<file path="config.mk">
export PLATFORM = sky130hd
export DESIGN_NAME = dm_cmd_seq
export DESIGN_NICKNAME = d
export VERILOG_FILES = /design/src/rtl/dm_cmd_seq_pkg.sv /design/src/rtl/dm_cmd_pack.sv /design/src/rtl/dm_cmd_seq.sv
export SDC_FILE = /design/constraint.sdc
export NUM_CORES = 1
export LEC_CHECK = 0
export CORE_MARGIN = 3
export CORE_UTILIZATION = 38
export DETAILED_ROUTE_END_ITERATION = 6
export MAX_ROUTING_LAYER = met4
export SYNTH_ARGS = -nofsm -noshare
export SYNTH_HDL_FRONTEND = slang
export SYNTH_SLANG_ARGS = --single-unit
</file>
<file path="constraint.sdc">
create_clock -name clk -period 6.02 [get_ports clk]
set_input_delay 0.602 -clock clk [delete_from_list [all_inputs] [get_ports clk]]
set_output_delay 0.602 -clock clk [all_outputs]
set_load 0.01 [all_outputs]
</file>
<file path="src/rtl/dm_cmd_seq_pkg.sv">
// Shared definitions for the DataMover command sequencer.
// Holds the sequencer FSM state type, the bit positions of the fields in
// the 72-bit DataMover command and the 8-bit DataMover status, and the
// command/BTT widths used by dm_cmd_seq and dm_cmd_pack.
package dm_cmd_seq_pkg;

    localparam int CMD_W = 72;
    localparam int BTT_W = 23;

    // Command word field positions
    localparam int CMD_TAG_LSB   = 64;
    localparam int CMD_TAG_W     = 4;
    localparam int CMD_SADDR_LSB = 32;
    localparam int CMD_SADDR_W   = 32;
    localparam int CMD_EOF_BIT   = 30;
    localparam int CMD_INCR_BIT  = 23;

    // Status byte field positions
    localparam int STS_OKAY_BIT   = 7;
    localparam int STS_SLVERR_BIT = 6;
    localparam int STS_DECERR_BIT = 5;
    localparam int STS_INTERR_BIT = 4;
    localparam int STS_TAG_LSB    = 0;
    localparam int STS_TAG_W      = 4;

    typedef enum logic [1:0] {
        ST_IDLE  = 2'd0,
        ST_ISSUE = 2'd1,
        ST_DRAIN = 2'd2,
        ST_FIN   = 2'd3
    } state_t;

endpackage

</file>
<file path="src/rtl/dm_cmd_pack.sv">
// Combinational assembly of one DataMover command word.
// Ports:
//   tag   in  4       command tag
//   saddr in  32      start byte address
//   eof   in  1       end-of-frame flag
//   btt   in  BTT_W   bytes to transfer
//   cmd   out CMD_W   packed command (INCR burst type, reserved bits zero)
module dm_cmd_pack
    import dm_cmd_seq_pkg::*;
(
    input  logic [CMD_TAG_W-1:0]   tag,
    input  logic [CMD_SADDR_W-1:0] saddr,
    input  logic                   eof,
    input  logic [BTT_W-1:0]       btt,
    output logic [CMD_W-1:0]       cmd
);

    // Start from all-zero so every reserved field stays 0, then drop each
    // field into place.
    always_comb begin
        cmd = '0;
        cmd[CMD_TAG_LSB +: CMD_TAG_W]     = tag;
        cmd[CMD_SADDR_LSB +: CMD_SADDR_W] = saddr;
        cmd[CMD_EOF_BIT]                  = eof;
        cmd[CMD_INCR_BIT]                 = 1'b1;
        cmd[BTT_W-1:0]                    = btt;
    end

endmodule

</file>
<file path="src/rtl/dm_cmd_seq.sv">
// DataMover command sequencer: splits one job (base address, total length)
// into chunk_len-sized DataMover commands, limits the number of commands in
// flight, checks the returned status beats and reports completion.
// Ports:
//   clk, rst                 clock and synchronous active-high reset
//   start                    one-cycle job launch (accepted only in IDLE)
//   base_addr/total_len      job byte address and byte length
//   chunk_len                maximum BTT per command
//   eof_all                  1: EOF on every command, 0: on the last only
//   busy/done/err/err_sts    job status, done is a one-cycle pulse
//   cmd_cnt                  commands accepted in the current job
//   m_axis_cmd_*             DataMover command stream
//   s_axis_sts_*             DataMover status stream (always ready)
module dm_cmd_seq
    import dm_cmd_seq_pkg::*;
#(
    parameter int MAX_OUTSTANDING = 4
)
(
    input  logic             clk,
    input  logic             rst,
    input  logic             start,
    input  logic [31:0]      base_addr,
    input  logic [31:0]      total_len,
    input  logic [22:0]      chunk_len,
    input  logic             eof_all,
    output logic             busy,
    output logic             done,
    output logic             err,
    output logic [7:0]       err_sts,
    output logic [15:0]      cmd_cnt,
    output logic [CMD_W-1:0] m_axis_cmd_tdata,
    output logic             m_axis_cmd_tvalid,
    input  logic             m_axis_cmd_tready,
    input  logic [7:0]       s_axis_sts_tdata,
    input  logic             s_axis_sts_tvalid,
    output logic             s_axis_sts_tready
);

    localparam logic [3:0] MAX_OUT = 4'(MAX_OUTSTANDING);

    state_t            state_q, state_d;
    logic [31:0]       rem_q, rem_d;
    logic [31:0]       addr_q, addr_d;
    logic [3:0]        tag_q, tag_d;
    logic [3:0]        exp_tag_q, exp_tag_d;
    logic [BTT_W-1:0]  chunk_q, chunk_d;
    logic              eof_all_q, eof_all_d;
    logic [3:0]        out_q, out_d;
    logic              err_q, err_d;
    logic [7:0]        err_sts_q, err_sts_d;
    logic [15:0]       cmd_cnt_q, cmd_cnt_d;
    logic              busy_q, busy_d;
    logic              done_q, done_d;
    logic              tvalid_q, tvalid_d;
    logic [CMD_W-1:0]  tdata_q, tdata_d;

    logic              cmd_hs;
    logic              sts_hs;
    logic              sts_fail;
    logic              sts_dec;
    logic [31:0]       cur_btt;
    logic [31:0]       chunk_ext;
    logic [BTT_W-1:0]  next_btt;
    logic              next_eof;
    logic [CMD_W-1:0]  next_cmd;

    assign s_axis_sts_tready = 1'b1;
    assign cmd_hs  = tvalid_q && m_axis_cmd_tready;
    assign sts_hs  = s_axis_sts_tvalid;
    assign cur_btt = {{(32-BTT_W){1'b0}}, tdata_q[BTT_W-1:0]};

    // A status beat is bad if OKAY is clear, any error bit is set, or it
    // completes a command other than the oldest one still in flight.
    assign sts_fail = !s_axis_sts_tdata[STS_OKAY_BIT]
                   || s_axis_sts_tdata[STS_SLVERR_BIT]
                   || s_axis_sts_tdata[STS_DECERR_BIT]
                   || s_axis_sts_tdata[STS_INTERR_BIT]
                   || (s_axis_sts_tdata[STS_TAG_LSB +: STS_TAG_W] != exp_tag_q);
    assign sts_dec  = sts_hs && (out_q != 4'd0);

    // Job bookkeeping and state transitions. A start with nothing to issue
    // (zero length or zero chunk) goes straight to DRAIN so done follows two
    // cycles after start. ISSUE only leaves once the command currently on
    // the bus has been accepted, so a late error never truncates a beat.
    always_comb begin
        state_d   = state_q;
        rem_d     = rem_q;
        addr_d    = addr_q;
        tag_d     = tag_q;
        exp_tag_d = exp_tag_q;
        chunk_d   = chunk_q;
        eof_all_d = eof_all_q;
        out_d     = out_q;
        err_d     = err_q;
        err_sts_d = err_sts_q;
        cmd_cnt_d = cmd_cnt_q;

        if (state_q != ST_IDLE) begin
            if (cmd_hs) begin
                rem_d     = rem_q - cur_btt;
                addr_d    = addr_q + cur_btt;
                tag_d     = tag_q + 4'd1;
                cmd_cnt_d = cmd_cnt_q + 16'd1;
            end
            if (sts_hs) begin
                if (out_q == 4'd0) begin
                    err_d = 1'b1;
                end else begin
                    exp_tag_d = exp_tag_q + 4'd1;
                    if (sts_fail && !err_q) begin
                        err_d     = 1'b1;
                        err_sts_d = s_axis_sts_tdata;
                    end
                end
            end
            case ({cmd_hs, sts_dec})
                2'b10:   out_d = out_q + 4'd1;
                2'b01:   out_d = out_q - 4'd1;
                default: out_d = out_q;
            endcase
        end

        case (state_q)
            ST_IDLE: begin
                if (start) begin
                    rem_d     = total_len;
                    addr_d    = base_addr;
                    chunk_d   = chunk_len;
                    eof_all_d = eof_all;
                    tag_d     = 4'd0;
                    exp_tag_d = 4'd0;
                    out_d     = 4'd0;
                    cmd_cnt_d = 16'd0;
                    err_sts_d = 8'd0;
                    err_d     = (total_len != 32'd0) && (chunk_len == '0);
                    state_d   = ((total_len == 32'd0) || (chunk_len == '0))
                              ? ST_DRAIN : ST_ISSUE;
                end
            end
            ST_ISSUE: begin
                if (((rem_d == 32'd0) || err_d) && !(tvalid_q && !cmd_hs))
                    state_d = ST_DRAIN;
            end
            ST_DRAIN: begin
                if (out_q == 4'd0)
                    state_d = ST_FIN;
            end
            ST_FIN: begin
                state_d = ST_IDLE;
            end
            default: state_d = ST_IDLE;
        endcase
    end

    // Fields of the next command, taken from the post-handshake bookkeeping
    // so a new command can be presented right behind an accepted one.
    always_comb begin
        chunk_ext = {{(32-BTT_W){1'b0}}, chunk_d};
        next_btt  = (rem_d < chunk_ext) ? rem_d[BTT_W-1:0] : chunk_d;
        next_eof  = eof_all_d || (rem_d <= chunk_ext);
    end

    dm_cmd_pack u_pack (
        .tag   (tag_d),
        .saddr (addr_d),
        .eof   (next_eof),
        .btt   (next_btt),
        .cmd   (next_cmd)
    );

    // Command stream register: a presented command is held until accepted;
    // a new one is loaded only when the bus is free (or being freed) and
    // there is work, credit and no error.
    always_comb begin
        tvalid_d = tvalid_q && !cmd_hs;
        tdata_d  = tdata_q;
        if ((rem_d != 32'd0) && (out_d < MAX_OUT) && !err_d &&
            ((state_q == ST_IDLE && start && chunk_len != '0) ||
             (state_q == ST_ISSUE && (!tvalid_q || cmd_hs)))) begin
            tvalid_d = 1'b1;
            tdata_d  = next_cmd;
        end
        busy_d = (state_d != ST_IDLE);
        done_d = (state_d == ST_FIN);
    end

    always_ff @(posedge clk) begin
        if (rst) begin
            state_q   <= ST_IDLE;
            rem_q     <= '0;
            addr_q    <= '0;
            tag_q     <= '0;
            exp_tag_q <= '0;
            chunk_q   <= '0;
            eof_all_q <= 1'b0;
            out_q     <= '0;
            err_q     <= 1'b0;
            err_sts_q <= '0;
            cmd_cnt_q <= '0;
            busy_q    <= 1'b0;
            done_q    <= 1'b0;
            tvalid_q  <= 1'b0;
            tdata_q   <= '0;
        end else begin
            state_q   <= state_d;
            rem_q     <= rem_d;
            addr_q    <= addr_d;
            tag_q     <= tag_d;
            exp_tag_q <= exp_tag_d;
            chunk_q   <= chunk_d;
            eof_all_q <= eof_all_d;
            out_q     <= out_d;
            err_q     <= err_d;
            err_sts_q <= err_sts_d;
            cmd_cnt_q <= cmd_cnt_d;
            busy_q    <= busy_d;
            done_q    <= done_d;
            tvalid_q  <= tvalid_d;
            tdata_q   <= tdata_d;
        end
    end

    assign busy              = busy_q;
    assign done              = done_q;
    assign err               = err_q;
    assign err_sts           = err_sts_q;
    assign cmd_cnt           = cmd_cnt_q;
    assign m_axis_cmd_tvalid = tvalid_q;
    assign m_axis_cmd_tdata  = tdata_q;

endmodule
</file>
After elaboration in Yosys (flattened, before gate mapping)
Index checks and enable logic that the tools add are counted.
W data, S select, Z words.
{"block": "op_classes", "n_addsub": 7, "magnitude_cmp": 3, "n_eq_ne": 7, "n_mux": 48, "n_reduce_logical": 38}
{"op": "$mux W32", "count": 8}
{"op": "$mux W23", "count": 3}
{"op": "$logic_not A32 Y1", "count": 2}
{"op": "$mux W16", "count": 4}
{"op": "$reduce_bool A32 Y1", "count": 2}
{"op": "$mux W4", "count": 12}
{"op": "$mux W8", "count": 6}
{"op": "$add A32 B23 Y32", "count": 1}
{"op": "$le A32 B23 Y1", "count": 1}
{"op": "$lt A32 B23 Y1", "count": 1}
{"op": "$sub A32 B23 Y32", "count": 1}
{"op": "$logic_not A23 Y1", "count": 1}
{"op": "$reduce_bool A23 Y1", "count": 1}
{"op": "$add A16 B1 Y16 const B", "count": 1}
{"op": "$add A4 B1 Y4 const B", "count": 3}
{"op": "$logic_and A1 B1 Y1", "count": 12}
{"op": "$logic_or A1 B1 Y1", "count": 9}
{"op": "$mux W1", "count": 9}
{"op": "$eq A2 B2 Y1 const B", "count": 4}
{"op": "$mux W2", "count": 4}
{"op": "$pmux W2 S4", "count": 1}
{"op": "$pmux W4 S2", "count": 1}
{"op": "$logic_not A1 Y1", "count": 6}
{"op": "$eq A2 B1 Y1 const B", "count": 2}
{"op": "other kinds (7)", "count": 8}
{"block": "totals", "reg_bits": 191, "inputBits": 101, "elab_cells": 118}

Depth between registers and ports, before layout
Gate-level depths: netlist of the first run.
{"block": "depth", "word_depth": 16, "depth_mapped": 24, "ltp_nobuf": 23}

By module
From an unflattened synthesis of the first run, not the netlist that was laid out.
{"block": "hier_totals", "cells_unflattened": 1665, "hier_area_um2": 13638.1}
{"mod": "dm_cmd_seq", "instances": 1, "cells_each": 1591, "area_each_um2": 13090.1}
{"mod": "dm_cmd_pack", "instances": 1, "cells_each": 74, "area_each_um2": 548.0}

Least setup slack after synthesis of the first run
OpenSTA, ideal clock, no wires.
{"block": "synth_timing", "path_type": "input port to flip-flop", "startpoint": "in start", "endpoint": "reg tdata_q[16], in the netlist m_axis_cmd_tdata[16]", "setup_ps": 117, "arrival_ps": 4778, "t_required_ps": 5903, "path_slack_ps": 1125, "stages": 18, "path_buffers": 5, "cell_sequence": "nor3b_2 > buf_2 > buf_4 > clkbuf_1 > clkbuf_1 > mux2i_1 > ha_1 > a21o_1 > a21o_1 > a221o_1 > a221oi_1 > o21ai_0 > a211oi_1 > nand4_1 > nor4_4 > clkbuf_1 > o21ai_0 > a22o_1"}
{"block": "synth_between", "elab_chain_len": 6, "elab_cells_between_ends": 19, "classes_between": "order compare: 2; mux: 9; reduce/logical: 8"}
{"element": "from (decl)", "line_no": "dm_cmd_seq.sv:22", "rtl": "input logic start,"}
{"element": "branches (longest 6 deep; another with $lt A32 B23 Y1)"}
{"element": "to (signal assigned)", "line_no": "dm_cmd_seq.sv:220", "rtl": "tdata_q <= tdata_d;"}
{"element": "to (decl)", "line_no": "dm_cmd_seq.sv:56", "rtl": "logic [CMD_W-1:0] tdata_q, tdata_d;"}
Parallel ways; which one is timed is not known.
A chain may end at the register's enable or synchronous reset.

Final worst setup path of the first run
{"block": "layout_timing", "startpoint": "reg tdata_q[1], in the netlist m_axis_cmd_tdata[1]", "endpoint": "reg tdata_q[8], in the netlist m_axis_cmd_tdata[8]"}
{"block": "layout_between", "elab_chain_len": 9, "elab_cells_between_ends": 11, "classes_between": "add/sub: 1; order compare: 1; mux: 5; reduce/logical: 4"}
{"element": "$sub A32 B23 Y32 *", "line_no": "dm_cmd_seq.sv:101", "rtl": "rem_d = rem_q - cur_btt;"}
{"element": "$mux W32 *", "line_no": "dm_cmd_seq.sv:100", "rtl": "if (cmd_hs) begin"}
{"element": "$mux W32 *", "line_no": "dm_cmd_seq.sv:99", "rtl": "if (state_q != ST_IDLE) begin"}
{"element": "$mux W32", "line_no": "dm_cmd_seq.sv:126", "rtl": "if (start) begin"}
{"element": "$mux W32 *", "line_no": "dm_cmd_seq.sv:124", "rtl": "case (state_q)"}
{"element": "named net rem_d[9]", "line_no": "dm_cmd_seq.sv:43", "rtl": "logic [31:0] rem_q, rem_d;"}
{"element": "branches (longest 4 deep; another with $lt A32 B23 Y1)"}
Mark *: on every way through the listed nets, which the timed path passes.

==> results of run 1 <==
[worst paths after layout]
check | from | to | slack, ns
max | m_axis_cmd_tdata[1] | m_axis_cmd_tdata[8] | 0.48
min | m_axis_cmd_tdata[37] | m_axis_cmd_tdata[37] | 0.45
max reg2reg | m_axis_cmd_tdata[1] | m_axis_cmd_tdata[8] | 0.48
min reg2reg | m_axis_cmd_tdata[37] | m_axis_cmd_tdata[37] | 0.45
[critical path: stages, from the launching register on]
cell and delay [ns]:
dfxtp_1 0.38, inv_1 0.15, ha_1 0.31, nand2b_1 0.08, a211oi_2 0.35, o31a_1 0.36
a211oi_1 0.13, a211oi_1 0.57, inv_1 0.14, ha_1 0.31, a21o_1 0.17, a21o_1 0.18
a221o_1 0.29, a221oi_1 0.27, o21ai_0 0.10, a211oi_1 0.33, nand4_1 0.20, nor4_4 0.35
buf_4 0.35, mux2i_1 0.21, nand2_1 0.07, a21oi_1 0.15
[power breakdown]
| part | internal, mW | switching (mW) | total, mW | leakage (nW) |
|---|---|---|---|---|
| clock network | 0.553 | 0.582 | 1.14 | 0.282 |
| registers | 1.38 | 0.103 | 1.48 | 1.56 |
| logic | 0.715 | 1.06 | 1.78 | 4.10 |
[metal layers]
layer	track usage (%)	vias up	routed length, um
met4	9.92	0	1620
met5	-	-	0
li1	-	5554	-
met1	33.7	5365	19300
met2	38.9	352	18800
met3	3.44	79	2230
[kinds of logic (layout without fill, tap and decap cells)]
| logic type | count (synthesis) | in the layout | synth area share (%) |
|---|---|---|---|
| flip-flops | 191 | 191 | 31.8 |
| other | 2 | 12 | 0.0624 |
| AO/OA/AOI/OAI | 393 | 393 | 24.0 |
| adder cells (fa/ha/maj) | 78 | 78 | 8.30 |
| XOR/XNOR | 66 | 66 | 4.81 |
| AND/OR/NAND/NOR | 526 | 526 | 21.6 |
| buffers and inverters | 149 | 313 | 5.60 |
| multiplexers | 45 | 45 | 3.75 |
[cell type report]
class | count | area, sq um
clock inverter | 15 | 148
sequential | 191 | 3820
tap | 396 | 495
fill | 3044 | 16000
timing repair buffer | 223 | 2170
inverter | 58 | 218
clock buffer | 17 | 425
multi-input combinational | 1120 | 7590
[sequential cells by signal, indices dropped and copies added (netlist names)]
| name | flops |
|---|---|
| busy | 1 |
| err_sts | 8 |
| state_q | 2 |
| chunk_q | 23 |
| cmd_cnt | 16 |
| done | 1 |
| out_q | 4 |
| tag_q | 4 |
| err | 1 |
| addr_q | 32 |
| m_axis_cmd_tvalid | 1 |
| eof_all_q | 1 |
| m_axis_cmd_tdata | 61 |
| exp_tag_q | 4 |
| rem_q | 32 |
[stage by stage]
stage	instances	total power, mW	worst slack, ns	area (sq um)	utilization (%)
after detailed placement	1988	3.25	0.315	14300	46.2
after CTS	2020	4.40	0.503	14900	48.1
final	2020	4.39	0.483	14900	48.1
after global routing	2020	4.63	0.00282	14900	48.1
after global placement	1988	3.25	0.374	14300	46.2
after floorplan	1460	2.66	1.12	12100	-
[synth_stat cells (8+ instances only)]
master	number	area [sq um]
o21a_1	23	173
nand3_1	35	175
a2111oi_0	10	87.6
a21o_1	40	300
a21oi_1	78	390
o21ai_0	51	255
inv_1	57	214
o21ai_1	25	125
and2_1	16	100
dfxtp_1	191	3820
a22o_1	28	245
nor2_1	190	713
a31oi_1	12	75.1
buf_2	16	80.1
nor3b_1	12	90.1
buf_4	19	143
xor2_1	27	236
nor4_1	27	169
clkbuf_1	49	184
o211ai_1	9	67.6
ha_1	75	938
xnor2_1	39	342
mux2i_1	44	440
nor3_1	28	140
nand3b_1	8	60.1
nand4_1	24	150
a211oi_1	27	203
nand2_1	124	465
[cells in the final DEF, fill, tap and decap left out, types with 6 or more instances in the layout]
master           synthesis  routed
dfxtp_1                191     191
nor2_1                 190     190
clkdlybuf4s50_1          0     188
nand2_1                124     123
a21oi_1                 78      78
ha_1                    75      75
inv_1                   57      57
o21ai_0                 51      51
mux2i_1                 44      44
a21o_1                  40      40
xnor2_1                 39      39
nand3_1                 35      35
buf_4                   19      33
nor3_1                  28      28
a22o_1                  28      28
xor2_1                  27      27
nor4_1                  27      27
a211oi_1                27      27
o21ai_1                 25      25
nand4_1                 24      24
o21a_1                  23      23
clkbuf_16                0      17
and2_1                  16      16
a31oi_1                 12      12
nor3b_1                 12      12
conb_1                   2      12
a2111oi_0               10      10
o211ai_1                 9       9
nand3b_1                 8       8
or2_2                    7       7
and3_1                   7       7
nor2b_1                  7       7
nand2b_1                 6       6
a22oi_1                  6       6
or3_1                    6       6
==> flow_metrics.py, run 1 <==
metrics = {
    "floorplan": {
        "start_util_pct": 38.9,
        "row_count": 64,
        "die_h_um": 184,
        "num_io_pins": 202,
        "die_w_um": 184,
        "die-area_sq_um": 33800,
        "core_sq_um": 30900,
    },
    "routing": {
        "wl_per_cell_um": 20.8,
        "num_vias": 11400,
        "antenna_left": 0,
        "initialDrtViolationCount": 788,
        "dr.pass1.iters": 5,
        "drt-total-wl_um": 42000,
        "drcViolationCount": 0,
        "viasPerCell": 5.62,
    },
    "clocking": {
        "cts_buffers": 17,
        "htreeDepth": 4,
        "insertion_delay_ns": 0.45,
        "holdBufCountCts": 0,
        "cts_tree": "built",
        "clock-sinks": 191,
        "cts-resized-gates": 0,
        "post-cts-setup-buffers": 0,
        "cts.clk_slew.worst_paths_ns": 0.08,
        "cts_buffer_depth": 2,
        "cts.root.buffer_cell": "clkbuf_16",
    },
    "timing": {
        "slew_headroom_pct": 42.2,
        "holdWs_ns": 0.451,
        "fmaxAchievable_mhz": 181,
        "maxSlewViolCount": 0,
        "setup_viol": 0,
        "fin_crit_ns": 5.54,
        "skew_ns": 0.0159,
        "rsz0062_at_grt": "false",
        "worstMarginPinSlew_ns": 0.865,
        "hold_viol": 0,
        "finalSetupTns_ns": 0,
        "fin_crit_sh_pct": 92.0,
    },
    "worst_setup_path": {
        "end_kind": "flop",
        "critPathKind": "flop to flop",
        "cp.arrival_ns": 5.91,
        "cp_max_fo": 26,
        "required_ns": 6.39,
        "reg2reg_depth": 21,
        "start_kind": "flop",
    },
    "global_route": {
        "grt_pass1_vias": 11000,
        "grt_pass1_wl_um": 64600,
        "grt_antenna_before_repair": 0,
        "grt_use_total_pct": 25.3,
        "grt_max_degree": 67,
        "overflow": 0,
    },
    "synth": {
        "synth.distinct_cells": 91,
        "synthesis.instances": 1450,
        "syn_area_sq_um": 12000,
        "yosys_warnings": 0,
        "synth_edf_count": 0,
        "synthFlopType": "dfxtp_1",
        "synthArstFlopShare_pct": 0,
        "yosysSeqAreaShare_pct": 31.8,
        "avgSynthCellArea_sq_um": 8.30,
        "synth_seq_cells": 191,
    },
    "layout": {
        "antenna_cells": 0,
        "nets": 1790,
        "drive_gt1_share_pct": 7.51,
        "area_growth_pct": 23.6,
    },
    "worst_hold_path": {
        "min-delay-path-class": "flop to flop",
        "whs_path_depth": 2,
    },
    "status": {
        "status": "completed",
    },
    "flow_run": {
        "maxCapViolations": 0,
    },
    "placed_design": {
        "hpwlAfterDp_um": 32200,
        "gp_congestion": 0.974,
        "io_buffers": 189,
    },
    "power": {
        "power_density_nw_per_um2": 295,
        "power.leakage_nw": 5.95,
        "ir_drop_uv": 228,
    },
}
No activity file was read; power rests on OpenSTA's default activity.
==> run 2, diff against run 1 <==
--- a/config.mk
+++ b/config.mk
@@ -7,6 +7,7 @@
 export LEC_CHECK = 0
 export CORE_MARGIN = 3
 export CORE_UTILIZATION = 38
+export CTS_CLUSTER_DIAMETER = 60
 export DETAILED_ROUTE_END_ITERATION = 6
 export MAX_ROUTING_LAYER = met4
 export SYNTH_ARGS = -nofsm -noshare
==> results of run 2 <==
The final DEF is identical to that of run 1; final timing and power are the same.
